--- config.mk ---
export PLATFORM = sky130hd
export DESIGN_NAME = spdif_subframe_assembler
export DESIGN_NICKNAME = d
export VERILOG_FILES = /design/src/rtl/spdif_subframe_assembler.sv
export SDC_FILE = /design/constraint.sdc
export NUM_CORES = 1
export LEC_CHECK = 0
export ABC_AREA = 1
export ABC_CLOCK_PERIOD_IN_PS = 1950
export CORE_AREA = 2 2 108 89
export DETAILED_ROUTE_END_ITERATION = 16
export DIE_AREA = 0 0 110 91
export DONT_BUFFER_PORTS = 1
export GPL_ROUTABILITY_DRIVEN = 1
export PLACE_DENSITY = 0.69
export SYNTH_ARGS = -nofsm -noshare
export SYNTH_HDL_FRONTEND = slang
export SYNTH_SLANG_ARGS = --single-unit
--- constraint.sdc ---
create_clock -name clk -period 1.95 [get_ports clk]
set_input_delay 0.39 -clock clk [delete_from_list [all_inputs] [get_ports clk]]
set_output_delay 0.39 -clock clk [all_outputs]
set_load 0.01 [all_outputs]
--- src/rtl/spdif_subframe_assembler.sv ---
// spdif_subframe_assembler
// ------------------------
// Sits directly behind the S/PDIF biphase decoder. The raw line is used only
// to find preambles: the length of every run between line transitions is
// measured and classified as 1, 2 or 3 UI. The decoder's data bit and bit
// clock supply the 28 payload slots. One parallel subframe is reported per
// o_valid pulse.
//
// Ports
//   clk             system clock, shared with the decoder
//   i_rst_n         asynchronous active-low reset
//   i_spdif         raw S/PDIF line (asynchronous, synchronised here)
//   i_bit           decoded data bit
//   i_bit_clk       decoded bit clock, one rising edge per data bit
//   o_sample        audio word from slots 4..27 (slot 4 = LSB)
//   o_v, o_u, o_c   validity / user / channel-status bits (slots 28..30)
//   o_chan          0 = channel A (B or M preamble), 1 = channel B (W)
//   o_block_start   subframe began with a B preamble
//   o_valid         one-clk pulse when the outputs above update
//   o_parity_err    even parity over slots 4..31 failed (qualified by o_valid)
//   o_sync_err      one-clk pulse on a framing or line error
//   o_locked        set by a good subframe, cleared by any sync error
//
// Optional feature, macro SPDIF_CHSTAT_EN:
//   o_chstat        32 channel-status bits collected from channel A
//   o_chstat_valid  one-clk pulse when o_chstat is loaded
module spdif_subframe_assembler #(
    parameter int unsigned SHORT_MAX = 5,
    parameter int unsigned MID_MAX   = 9,
    parameter int unsigned LONG_MAX  = 14
) (
    input  logic        clk,
    input  logic        i_rst_n,
    input  logic        i_spdif,
    input  logic        i_bit,
    input  logic        i_bit_clk,
    output logic [23:0] o_sample,
    output logic        o_v,
    output logic        o_u,
    output logic        o_c,
    output logic        o_chan,
    output logic        o_block_start,
    output logic        o_valid,
    output logic        o_parity_err,
    output logic        o_sync_err,
    output logic        o_locked
`ifdef SPDIF_CHSTAT_EN
    ,
    output logic [31:0] o_chstat,
    output logic        o_chstat_valid
`endif
);

    localparam logic [4:0] SHORT_LIM = 5'(SHORT_MAX);
    localparam logic [4:0] MID_LIM   = 5'(MID_MAX);
    localparam logic [4:0] LONG_LIM  = 5'(LONG_MAX);

    typedef enum logic [1:0] {
        HUNT = 2'd0,
        PRE1 = 2'd1,
        PRE2 = 2'd2,
        DATA = 2'd3
    } state_t;

    typedef enum logic [1:0] {
        RUN_S   = 2'd0,
        RUN_M2  = 2'd1,
        RUN_L3  = 2'd2,
        RUN_ERR = 2'd3
    } run_t;

    typedef enum logic [1:0] {
        PRE_B = 2'd0,
        PRE_W = 2'd1,
        PRE_M = 2'd2
    } pre_t;

    // Even parity check: 1 when the covered bits hold an odd number of ones.
    function automatic logic parity_fail(input logic [27:0] data);
        return ^data;
    endfunction

    logic        line_meta_r;
    logic        line_sync_r;
    logic        line_prev_r;
    logic        trans_s;
    logic [4:0]  run_cnt_r;
    run_t        run_class_s;
    logic        bit_clk_prev_r;
    logic        strobe_s;

    state_t      state_r;
    state_t      state_n;
    pre_t        type_r;
    pre_t        type_n;
    logic        pre_idx_r;
    logic        pre_idx_n;
    run_t        exp_second_s;
    logic        sync_err_s;
    logic        fire_s;
    logic        shift_s;
    logic        fire_r;

    logic [27:0] sr_r;
    logic [4:0]  bit_cnt_r;

    // Two-flop synchroniser on the raw line plus one delay stage for edge detect.
    always_ff @(posedge clk or negedge i_rst_n) begin
        if (!i_rst_n) begin
            line_meta_r <= 1'b0;
            line_sync_r <= 1'b0;
            line_prev_r <= 1'b0;
        end else begin
            line_meta_r <= i_spdif;
            line_sync_r <= line_meta_r;
            line_prev_r <= line_sync_r;
        end
    end

    assign trans_s = line_sync_r ^ line_prev_r;

    // Run-length counter: reloads on each transition, saturates at 31.
    always_ff @(posedge clk or negedge i_rst_n) begin
        if (!i_rst_n) begin
            run_cnt_r <= 5'd0;
        end else if (trans_s) begin
            run_cnt_r <= 5'd1;
        end else if (run_cnt_r != 5'd31) begin
            run_cnt_r <= run_cnt_r + 5'd1;
        end else begin
            run_cnt_r <= run_cnt_r;
        end
    end

    // Classify the run that ends at the current transition.
    always_comb begin
        run_class_s = RUN_ERR;
        if (run_cnt_r <= SHORT_LIM) begin
            run_class_s = RUN_S;
        end else if (run_cnt_r <= MID_LIM) begin
            run_class_s = RUN_M2;
        end else if (run_cnt_r <= LONG_LIM) begin
            run_class_s = RUN_L3;
        end else begin
            run_class_s = RUN_ERR;
        end
    end

    // Bit clock edge detector.
    always_ff @(posedge clk or negedge i_rst_n) begin
        if (!i_rst_n) begin
            bit_clk_prev_r <= 1'b0;
        end else begin
            bit_clk_prev_r <= i_bit_clk;
        end
    end

    assign strobe_s = i_bit_clk & ~bit_clk_prev_r;

    // Final preamble run that closes each preamble type.
    always_comb begin
        exp_second_s = RUN_S;
        case (type_r)
            PRE_B:   exp_second_s = RUN_L3;
            PRE_W:   exp_second_s = RUN_M2;
            PRE_M:   exp_second_s = RUN_S;
            default: exp_second_s = RUN_S;
        endcase
    end

    // FSM state, preamble type and preamble step registers.
    always_ff @(posedge clk or negedge i_rst_n) begin
        if (!i_rst_n) begin
            state_r   <= HUNT;
            type_r    <= PRE_B;
            pre_idx_r <= 1'b0;
            fire_r    <= 1'b0;
        end else begin
            state_r   <= state_n;
            type_r    <= type_n;
            pre_idx_r <= pre_idx_n;
            fire_r    <= fire_s;
        end
    end

    // Next-state logic: preamble recognition, payload counting, error handling.
    always_comb begin
        state_n    = state_r;
        type_n     = type_r;
        pre_idx_n  = pre_idx_r;
        sync_err_s = 1'b0;
        fire_s     = 1'b0;
        shift_s    = 1'b0;
        case (state_r)
            HUNT: begin
                if (trans_s && (run_class_s == RUN_L3)) begin
                    state_n = PRE1;
                end else begin
                    state_n = HUNT;
                end
            end
            PRE1: begin
                pre_idx_n = 1'b0;
                if (trans_s) begin
                    case (run_class_s)
                        RUN_S:   begin type_n = PRE_B; state_n = PRE2; end
                        RUN_M2:  begin type_n = PRE_W; state_n = PRE2; end
                        RUN_L3:  begin type_n = PRE_M; state_n = PRE2; end
                        default: state_n = HUNT;
                    endcase
                end else begin
                    state_n = PRE1;
                end
            end
            PRE2: begin
                if (!trans_s) begin
                    state_n = PRE2;
                end else if (!pre_idx_r) begin
                    // Every preamble continues with one short run.
                    if (run_class_s == RUN_S) begin
                        pre_idx_n = 1'b1;
                    end else begin
                        sync_err_s = 1'b1;
                        state_n    = HUNT;
                    end
                end else if (run_class_s == exp_second_s) begin
                    state_n = DATA;
                end else begin
                    sync_err_s = 1'b1;
                    state_n    = HUNT;
                end
            end
            DATA: begin
                if (trans_s && (run_class_s == RUN_L3)) begin
                    // A 3-UI run can only be a preamble: the word is cut short
                    // and this run starts the next preamble.
                    sync_err_s = 1'b1;
                    state_n    = PRE1;
                end else if (strobe_s) begin
                    shift_s = 1'b1;
                    if (bit_cnt_r == 5'd27) begin
                        fire_s  = 1'b1;
                        state_n = HUNT;
                    end else begin
                        state_n = DATA;
                    end
                end else begin
                    state_n = DATA;
                end
            end
            default: state_n = HUNT;
        endcase
        // A run too long for any symbol is a line fault in every state.
        if (trans_s && (run_class_s == RUN_ERR)) begin
            sync_err_s = 1'b1;
            fire_s     = 1'b0;
            state_n    = HUNT;
        end else begin
            sync_err_s = sync_err_s;
        end
    end

    // Payload shift register (LSB first into the MSB) and slot counter;
    // both stay cleared whenever the FSM is outside DATA.
    always_ff @(posedge clk or negedge i_rst_n) begin
        if (!i_rst_n) begin
            sr_r      <= 28'd0;
            bit_cnt_r <= 5'd0;
        end else if (state_r != DATA) begin
            sr_r      <= 28'd0;
            bit_cnt_r <= 5'd0;
        end else if (shift_s) begin
            sr_r      <= {i_bit, sr_r[27:1]};
            bit_cnt_r <= bit_cnt_r + 5'd1;
        end else begin
            sr_r      <= sr_r;
            bit_cnt_r <= bit_cnt_r;
        end
    end

    // Output registers: loaded the cycle after the last payload strobe.
    always_ff @(posedge clk or negedge i_rst_n) begin
        if (!i_rst_n) begin
            o_sample      <= 24'd0;
            o_v           <= 1'b0;
            o_u           <= 1'b0;
            o_c           <= 1'b0;
            o_chan        <= 1'b0;
            o_block_start <= 1'b0;
            o_parity_err  <= 1'b0;
            o_valid       <= 1'b0;
            o_sync_err    <= 1'b0;
            o_locked      <= 1'b0;
        end else begin
            o_valid    <= fire_r;
            o_sync_err <= sync_err_s;
            if (fire_r) begin
                o_sample      <= sr_r[23:0];
                o_v           <= sr_r[24];
                o_u           <= sr_r[25];
                o_c           <= sr_r[26];
                o_chan        <= (type_r == PRE_W);
                o_block_start <= (type_r == PRE_B);
                o_parity_err  <= parity_fail(sr_r);
            end
            if (sync_err_s) begin
                o_locked <= 1'b0;
            end else if (fire_r) begin
                o_locked <= 1'b1;
            end
        end
    end

`ifdef SPDIF_CHSTAT_EN
    logic [31:0] chstat_coll_r;
    logic [4:0]  chstat_idx_r;
    logic        chstat_active_r;

    // Channel-status collector: gathers the C bit of 32 channel-A subframes,
    // starting at a B preamble; any sync error abandons the block.
    always_ff @(posedge clk or negedge i_rst_n) begin
        if (!i_rst_n) begin
            chstat_coll_r   <= 32'd0;
            chstat_idx_r    <= 5'd0;
            chstat_active_r <= 1'b0;
            o_chstat        <= 32'd0;
            o_chstat_valid  <= 1'b0;
        end else begin
            o_chstat_valid <= 1'b0;
            if (sync_err_s) begin
                chstat_active_r <= 1'b0;
            end else if (fire_r && (type_r == PRE_B)) begin
                chstat_coll_r   <= {31'd0, sr_r[26]};
                chstat_idx_r    <= 5'd1;
                chstat_active_r <= 1'b1;
            end else if (fire_r && (type_r == PRE_M) && chstat_active_r) begin
                chstat_coll_r[chstat_idx_r] <= sr_r[26];
                chstat_idx_r                <= chstat_idx_r + 5'd1;
                if (chstat_idx_r == 5'd31) begin
                    o_chstat        <= {sr_r[26], chstat_coll_r[30:0]};
                    o_chstat_valid  <= 1'b1;
                    chstat_active_r <= 1'b0;
                end
            end
        end
    end
`endif

endmodule

-- Yosys cells after proc, flatten, opt, wreduce, memory -nomap -nowiden
Index checks and enable logic that the tools add are counted.
- bits in registers: 81
- add/subtract/negate cells: 2
- $lt $le $gt $ge: 3
- equality and inequality tests: 13
- multiplexer cells: 44
- bitwise logic cells: 3
- reduce and logical (&&, ||, !) cells: 14
- operators with widths (kind ; number):
    28-bit 2-to-1 mux ; 2
    28-bit parity ; 1
    2-bit 2-to-1 mux ; 12
    1-bit 2-to-1 mux ; 21
    5-bit 2-to-1 mux ; 4
    5-bit by 1-bit adder with 5-bit output, second input constant ; 2
    5-bit by 4-bit less-or-equal comparator with 1-bit output, second input constant ; 2
    5-bit != test, second input constant ; 2
    2-bit equality test, second input constant ; 4
    2-bit one-hot mux with 4 select lines ; 1
    2-bit nonzero test ; 4
    2-bit by 1-bit equality test with 1-bit output, second input constant ; 3
    2-bit logical NOT ; 3
    2-bit one-hot mux with 3 select lines ; 1
    5-bit equality test, second input constant ; 1
    5-bit by 3-bit less-or-equal comparator with 1-bit output, second input constant ; 1
    2-bit != test, second input constant ; 2
    1-bit one-hot mux with 2 select lines ; 2
    2-bit one-hot mux with 2 select lines ; 1
    3-bit AND reduction ; 1
    3-bit nonzero test ; 1
    3-bit OR reduction ; 1
    2-bit equality test ; 1
    1-bit logical AND ; 2
    other kinds (4) ; 4

-- Longest topological paths before layout
- depth in word-level cells: 11
- gate-level depth with buffers: 15
- depth with buffers taken out: 15

-- Least setup slack after synthesis
OpenSTA, ideal clock, no wires.
- path type: reg2reg
- start point: register run_cnt_r[0]
- end point: register sr_r[27]
- library setup time: 0.115 ns
- data arrival time: 1.604 ns
- data required time: 1.835 ns
- path slack: 0.231 ns
- stages on the path, launching flop included: 15
- path buffers: 1
- period minus slack after synthesis: 1.719 ns
- path through: dfrtp_1 > inv_2 > ha_1 > inv_1 > nand2_1 > nor2_2 > nor2_4 > nand3_4 > nor2_8 > inv_4 > nand3_2 > inv_2 > buf_4 > a21oi_2 > inv_2
- word-level cells in the longest chain between the ends: 9
- elaborated cells between the ends (all ways): 11
- RTL lines (element ; line ; RTL):
    start, declared ; 87 ; logic [4:0] run_cnt_r;
    start signal, assigned ; 129 ; run_cnt_r <= run_cnt_r + 5'd1;
    start signal, assigned ; 131 ; run_cnt_r <= run_cnt_r;
    5-bit by 4-bit less-or-equal comparator with 1-bit output ; 142 ; end else if (run_cnt_r <= LONG_LIM) begin
    1-bit 2-to-1 mux ; 142 ;
    2-bit 2-to-1 mux ; 140 ; end else if (run_cnt_r <= MID_LIM) begin
    2-bit 2-to-1 mux (*) ; 138 ; if (run_cnt_r <= SHORT_LIM) begin
    2-bit equality test (*) ; 234 ; if (trans_s && (run_class_s == RUN_L3)) begin
    1-bit logical AND (*) ; 234 ;
    1-bit 2-to-1 mux (*) ; 234 ;
    1-bit 2-to-1 mux (*) ; 194 ; case (state_r)
    2-bit nonzero test (no source line) (*) ; -- ;
    end signal, assigned ; 273 ; sr_r <= {i_bit, sr_r[27:1]};
    end signal, assigned ; 276 ; sr_r <= sr_r;
    end, declared ; 104 ; logic [27:0] sr_r;
Mark *: on every way between the ends. The rest lies on a longest branch, timed or not.
A chain may end at the register's enable or synchronous reset.

-- Worst setup path in the final report
- start point: register run_cnt_r[0]
- end point: register sr_r[18]
The elaborated chain is that of the path after synthesis.

==> summary.md <==
| Metric | Value |
|---|---|
| RSZ-0062 raised after global routing | `true` |
| FILL cells | `806` |
| Gpl congestion | `0.834` |
| Dpl ws | `-76.3 ps` |
| Vias in the first global route | `3087` |
| Routed Antenna Nets | `0` |
| Combinational power share | `0.071` |
| WHS | `-285 ps` |
| Seq/Total Area, Yosys | `0.497` |
| Initial Util | `0.459` |
| Clk buf depth | `2` |
| F_max | `540 MHz` |
| Root Driver | `clkbuf_8` |
| Post-Layout Cell Count | `611` |
| Crit. End Element | `flop` |
| GRT Total Usage | `0.177` |
| Power, Total | `3540 uW` |
| Synth top area cells | `dfrtp_1 (50%), nand2_1 (12%), inv_1 (6.6%), a21oi_2 (3.9%), o21ai_0 (3.3%)` |
| Clock latency at the later pin of the worst-skew pair | `360 ps` |
| Crit. path cell count | `14` |
| Die Ht | `91 microns` |
| Nets | `501` |
| Final Hold Viols | `81` |
| Reg-to-reg slack, setup | `100 ps` |
| Post-synth top area share | `0.497` |
| Inserted Diodes | `0` |
| Die X | `110 microns` |
| Max transition margin | `0.638` |
| # clock sinks | `81` |
| Internal Pwr Total | `2680 uW` |
| Antenna violations before repair | `0` |
| Largest stage delay, worst path | `440 ps` |
| Post-layout util | `0.507` |
| Drt total wl | `7800 microns` |
| # port buffers | `0` |
| Req. time, crit path | `2200 ps` |
| Post-Place Cells | `590` |
| Area of the multi-input gates | `0.00169 sq mm` |
| Switch Pwr | `862 uW` |
| Post-Synthesis Cells | `482` |
| Leakage Power | `0.00238 uW` |
| Core ar. | `0.00888 sq mm` |
| DRT iter0 DRCs | `152` |
| Switch share | `0.243` |
| Dpl hpwl | `5310 microns` |
| Cell area after synthesis | `0.00408 sq mm` |
| Status | `complete, but fails checks` |
| RR Endpoint | `sr_r[18]$_DFFE_PN0P_` |
| # rows | `31` |
| Syn avg cell area | `8.47 sq um` |
| Yosys warns | `0` |
| Slowest CP cell | `dfrtp_1` |
| Fin worst setup slack | `99.6 ps` |
| Worst-path fanout max | `5` |
| Seq cells post-synth | `81` |
| Synth area leader | `dfrtp_1` |
| Worst reg2reg startpoint | `run_cnt_r[0]$_DFFE_PN0P_` |
| Crit path from | `run_cnt_r[0]$_DFFE_PN0P_` |
| IO Count | `38` |
| Worst Setup Path Type | `flop to flop` |
| Max Cap Violations | `0` |
| Sequential Power Share | `0.498` |
| Drt wl/cell | `12.8 microns` |
| Worst Tran Pin Value | `541 ps` |
| Worst Reg2Reg Path Length in Cells | `14` |
| Final setup fails | `0` |
| # DRC | `0` |
| Failing checks | `hold timing` |
| Clock group share of total power | `0.431` |
| DR pass1 iterations | `4` |
| CTS Buf Count | `9` |
| Final slew viol count | `0` |
| Post-synth net total | `492` |
| Hold Crit Class | `input port to asynchronous set/reset pin` |
| Synth cell types | `35` |
| H-tree depth | `3` |
| Critical Path End | `sr_r[18]$_DFFE_PN0P_` |
| Post-layout min period | `1850 ps` |
| Register clock-pin slew on the reported worst setup and hold paths | `90 ps` |
| Vias/cell | `4.88` |
| Largest net degree at the start of global routing | `82` |
| Worst Path Buf+Inv | `5` |
| Vias | `2983` |
| Die outline area | `0.0100 sq mm` |
| Power per cell area | `786 mW/mm^2` |
| First-pass GRT wire length | `13800 microns` |
| FF/Latch Area | `0.00203 sq mm` |
| Clk_skew | `7.42 ps` |
| Area growth, synth to finish | `10.4%` |
| CP Data Arrival Time | `2100 ps` |
| Fin crit share | `0.949` |
| Critical Path, Cell by Cell | `inv_2, ha_1, inv_1, nand2_1, nor2_2, nor2_4, nand3_4, nor2_8, inv_4, nand3_4, buf_6, nor2_1, a31oi_1, inv_1` |
| Share of layout cells above drive strength 1 | `0.161` |
| Gr ovfl total | `0` |
| Maximum vdd ir drop | `0.000552 V` |
| Startpoint types | `flop` |
| Worst path top cell family by delay | `simple AND/OR/NAND/NOR gates` |
| TritonCTS clock tree | `yes` |
per-stage QoR:
step / cell area (sq um) / setup TNS [ps]
2_1_floorplan: 4080 / 0
3_3_place_gp: 4190 / -0.860
3_5_place_dp: 4190 / -553
4_1_cts: 4450 / 0
5_1_grt: 4510 / -154
6_report: 4510 / 0
final cells by class:
| type | count | area share |
|---|---|---|
| multi-input cells | 310 | 0.376 |
| well taps | 115 | 0.0319 |
| flip-flops and latches | 81 | 0.450 |
| clock inverters | 7 | 0.0278 |
| repair buffers | 11 | 0.0200 |
| inverters | 78 | 0.0666 |
| clock buffers | 9 | 0.0275 |
state kept, by name (all words and copies together), names as in the netlist:
register,cells
sr_r,28
o_sample,24
bit_cnt_r,5
run_cnt_r,5
state_r,2
type_r,2
bit_clk_prev_r,1
fire_r,1
line_meta_r,1
line_prev_r,1
line_sync_r,1
o_block_start,1
o_c,1
o_chan,1
o_locked,1
o_parity_err,1
o_sync_err,1
o_u,1
o_v,1
o_valid,1
pre_idx_r,1
worst register-to-register path, delay by kind of cell (launching register included):
family	cells	cell delay [ps]
simple gates	7	630
flops	1	440
buf+inv	5	390
compound gates	1	160
fa+ha+maj	1	140
worst min-delay path by stage:
stage | end | slack [ps] | cells past startpoint
final | o_sample[5]$_DFFE_PN0P_ | -280 | 0
after detailed placement | o_sample[5]$_DFFE_PN0P_ | 100 | 0
after global routing | o_sample[2]$_DFFE_PN0P_ | -330 | 0
after CTS | sr_r[2]$_DFFE_PN0P_ | -310 | 0
after floorplan | bit_clk_prev_r$_DFF_PN0_ | 90 | 0
after global placement | o_sample[5]$_DFFE_PN0P_ | 100 | 0
power groups by stage:
stage	registers, uW	logic [uW]	clock network, uW
3_5_place_dp	1800	236	0
4_1_cts	1760	240	1580
3_3_place_gp	1790	230	0
2_1_floorplan	1790	196	0
6_report	1760	251	1530
5_1_grt	1770	288	1640
cells in the final DEF (no fill, tap or decap), types with 5 or more instances in the layout:
cell type  instances
xnor2_1           15
inv_1             72
nand2_1          134
nand3_1           15
xor2_1            10
ha_1               5
nor2_2            19
a21oi_2           18
a21oi_1            5
clkbuf_8           9
nor2_1            29
a31oi_1           10
o21ai_0           27
dfrtp_1           80
buf_4              9
synth_stat cells:
cell	n
xor2_1	10
nand3_1	15
a21oi_2	18
nor3_1	3
inv_4	1
buf_2	1
buf_4	2
and3_1	2
a31oi_1	10
nor2_1	29
nand4_1	2
nand2_4	2
inv_1	72
clkbuf_1	7
nor2_8	1
nand2_1	134
o32ai_1	1
xnor2_4	1
o21ai_0	27
o21a_1	1
nand3b_1	1
clkinv_1	1
inv_2	4
nor2_4	1
nor4_1	2
ha_1	5
nand2_2	3
nand3_4	1
nor2_2	19
buf_6	3
o22ai_1	1
a21oi_1	5
dfrtp_1	81
nand3_2	1
xnor2_1	15
layer usage:
layer | vias up | share of wire | GRT usage
met5 | - | 0 | 0
met4 | 0 | 0.0087 | 0.0559
met3 | 6 | 0.049 | 0.0653
met2 | 58 | 0.48 | 0.285
met1 | 1410 | 0.46 | 0.220
li1 | 1509 | - | -
timing repair:
item / 4_1_cts / 5_1_grt
resized for setup: 2 / 6
pin swaps: 0 / 2
buffers inserted: 0 / 4
endpoints found under the hold margin: 81 / 81
gates cloned: 0 / 1
setup endpoints to repair: 20 / 29
cells by family after synthesis:
logic type / Yosys count / share of synthesized area
AO/OA/AOI/OAI: 63 / 0.0987
XOR/XNOR: 26 / 0.0604
adder cells (fa/ha/maj): 5 / 0.0153
buffers and inverters: 91 / 0.0920
flip-flops: 81 / 0.497
AND/OR/NAND/NOR: 216 / 0.237
(Power assumes the default switching activity.)
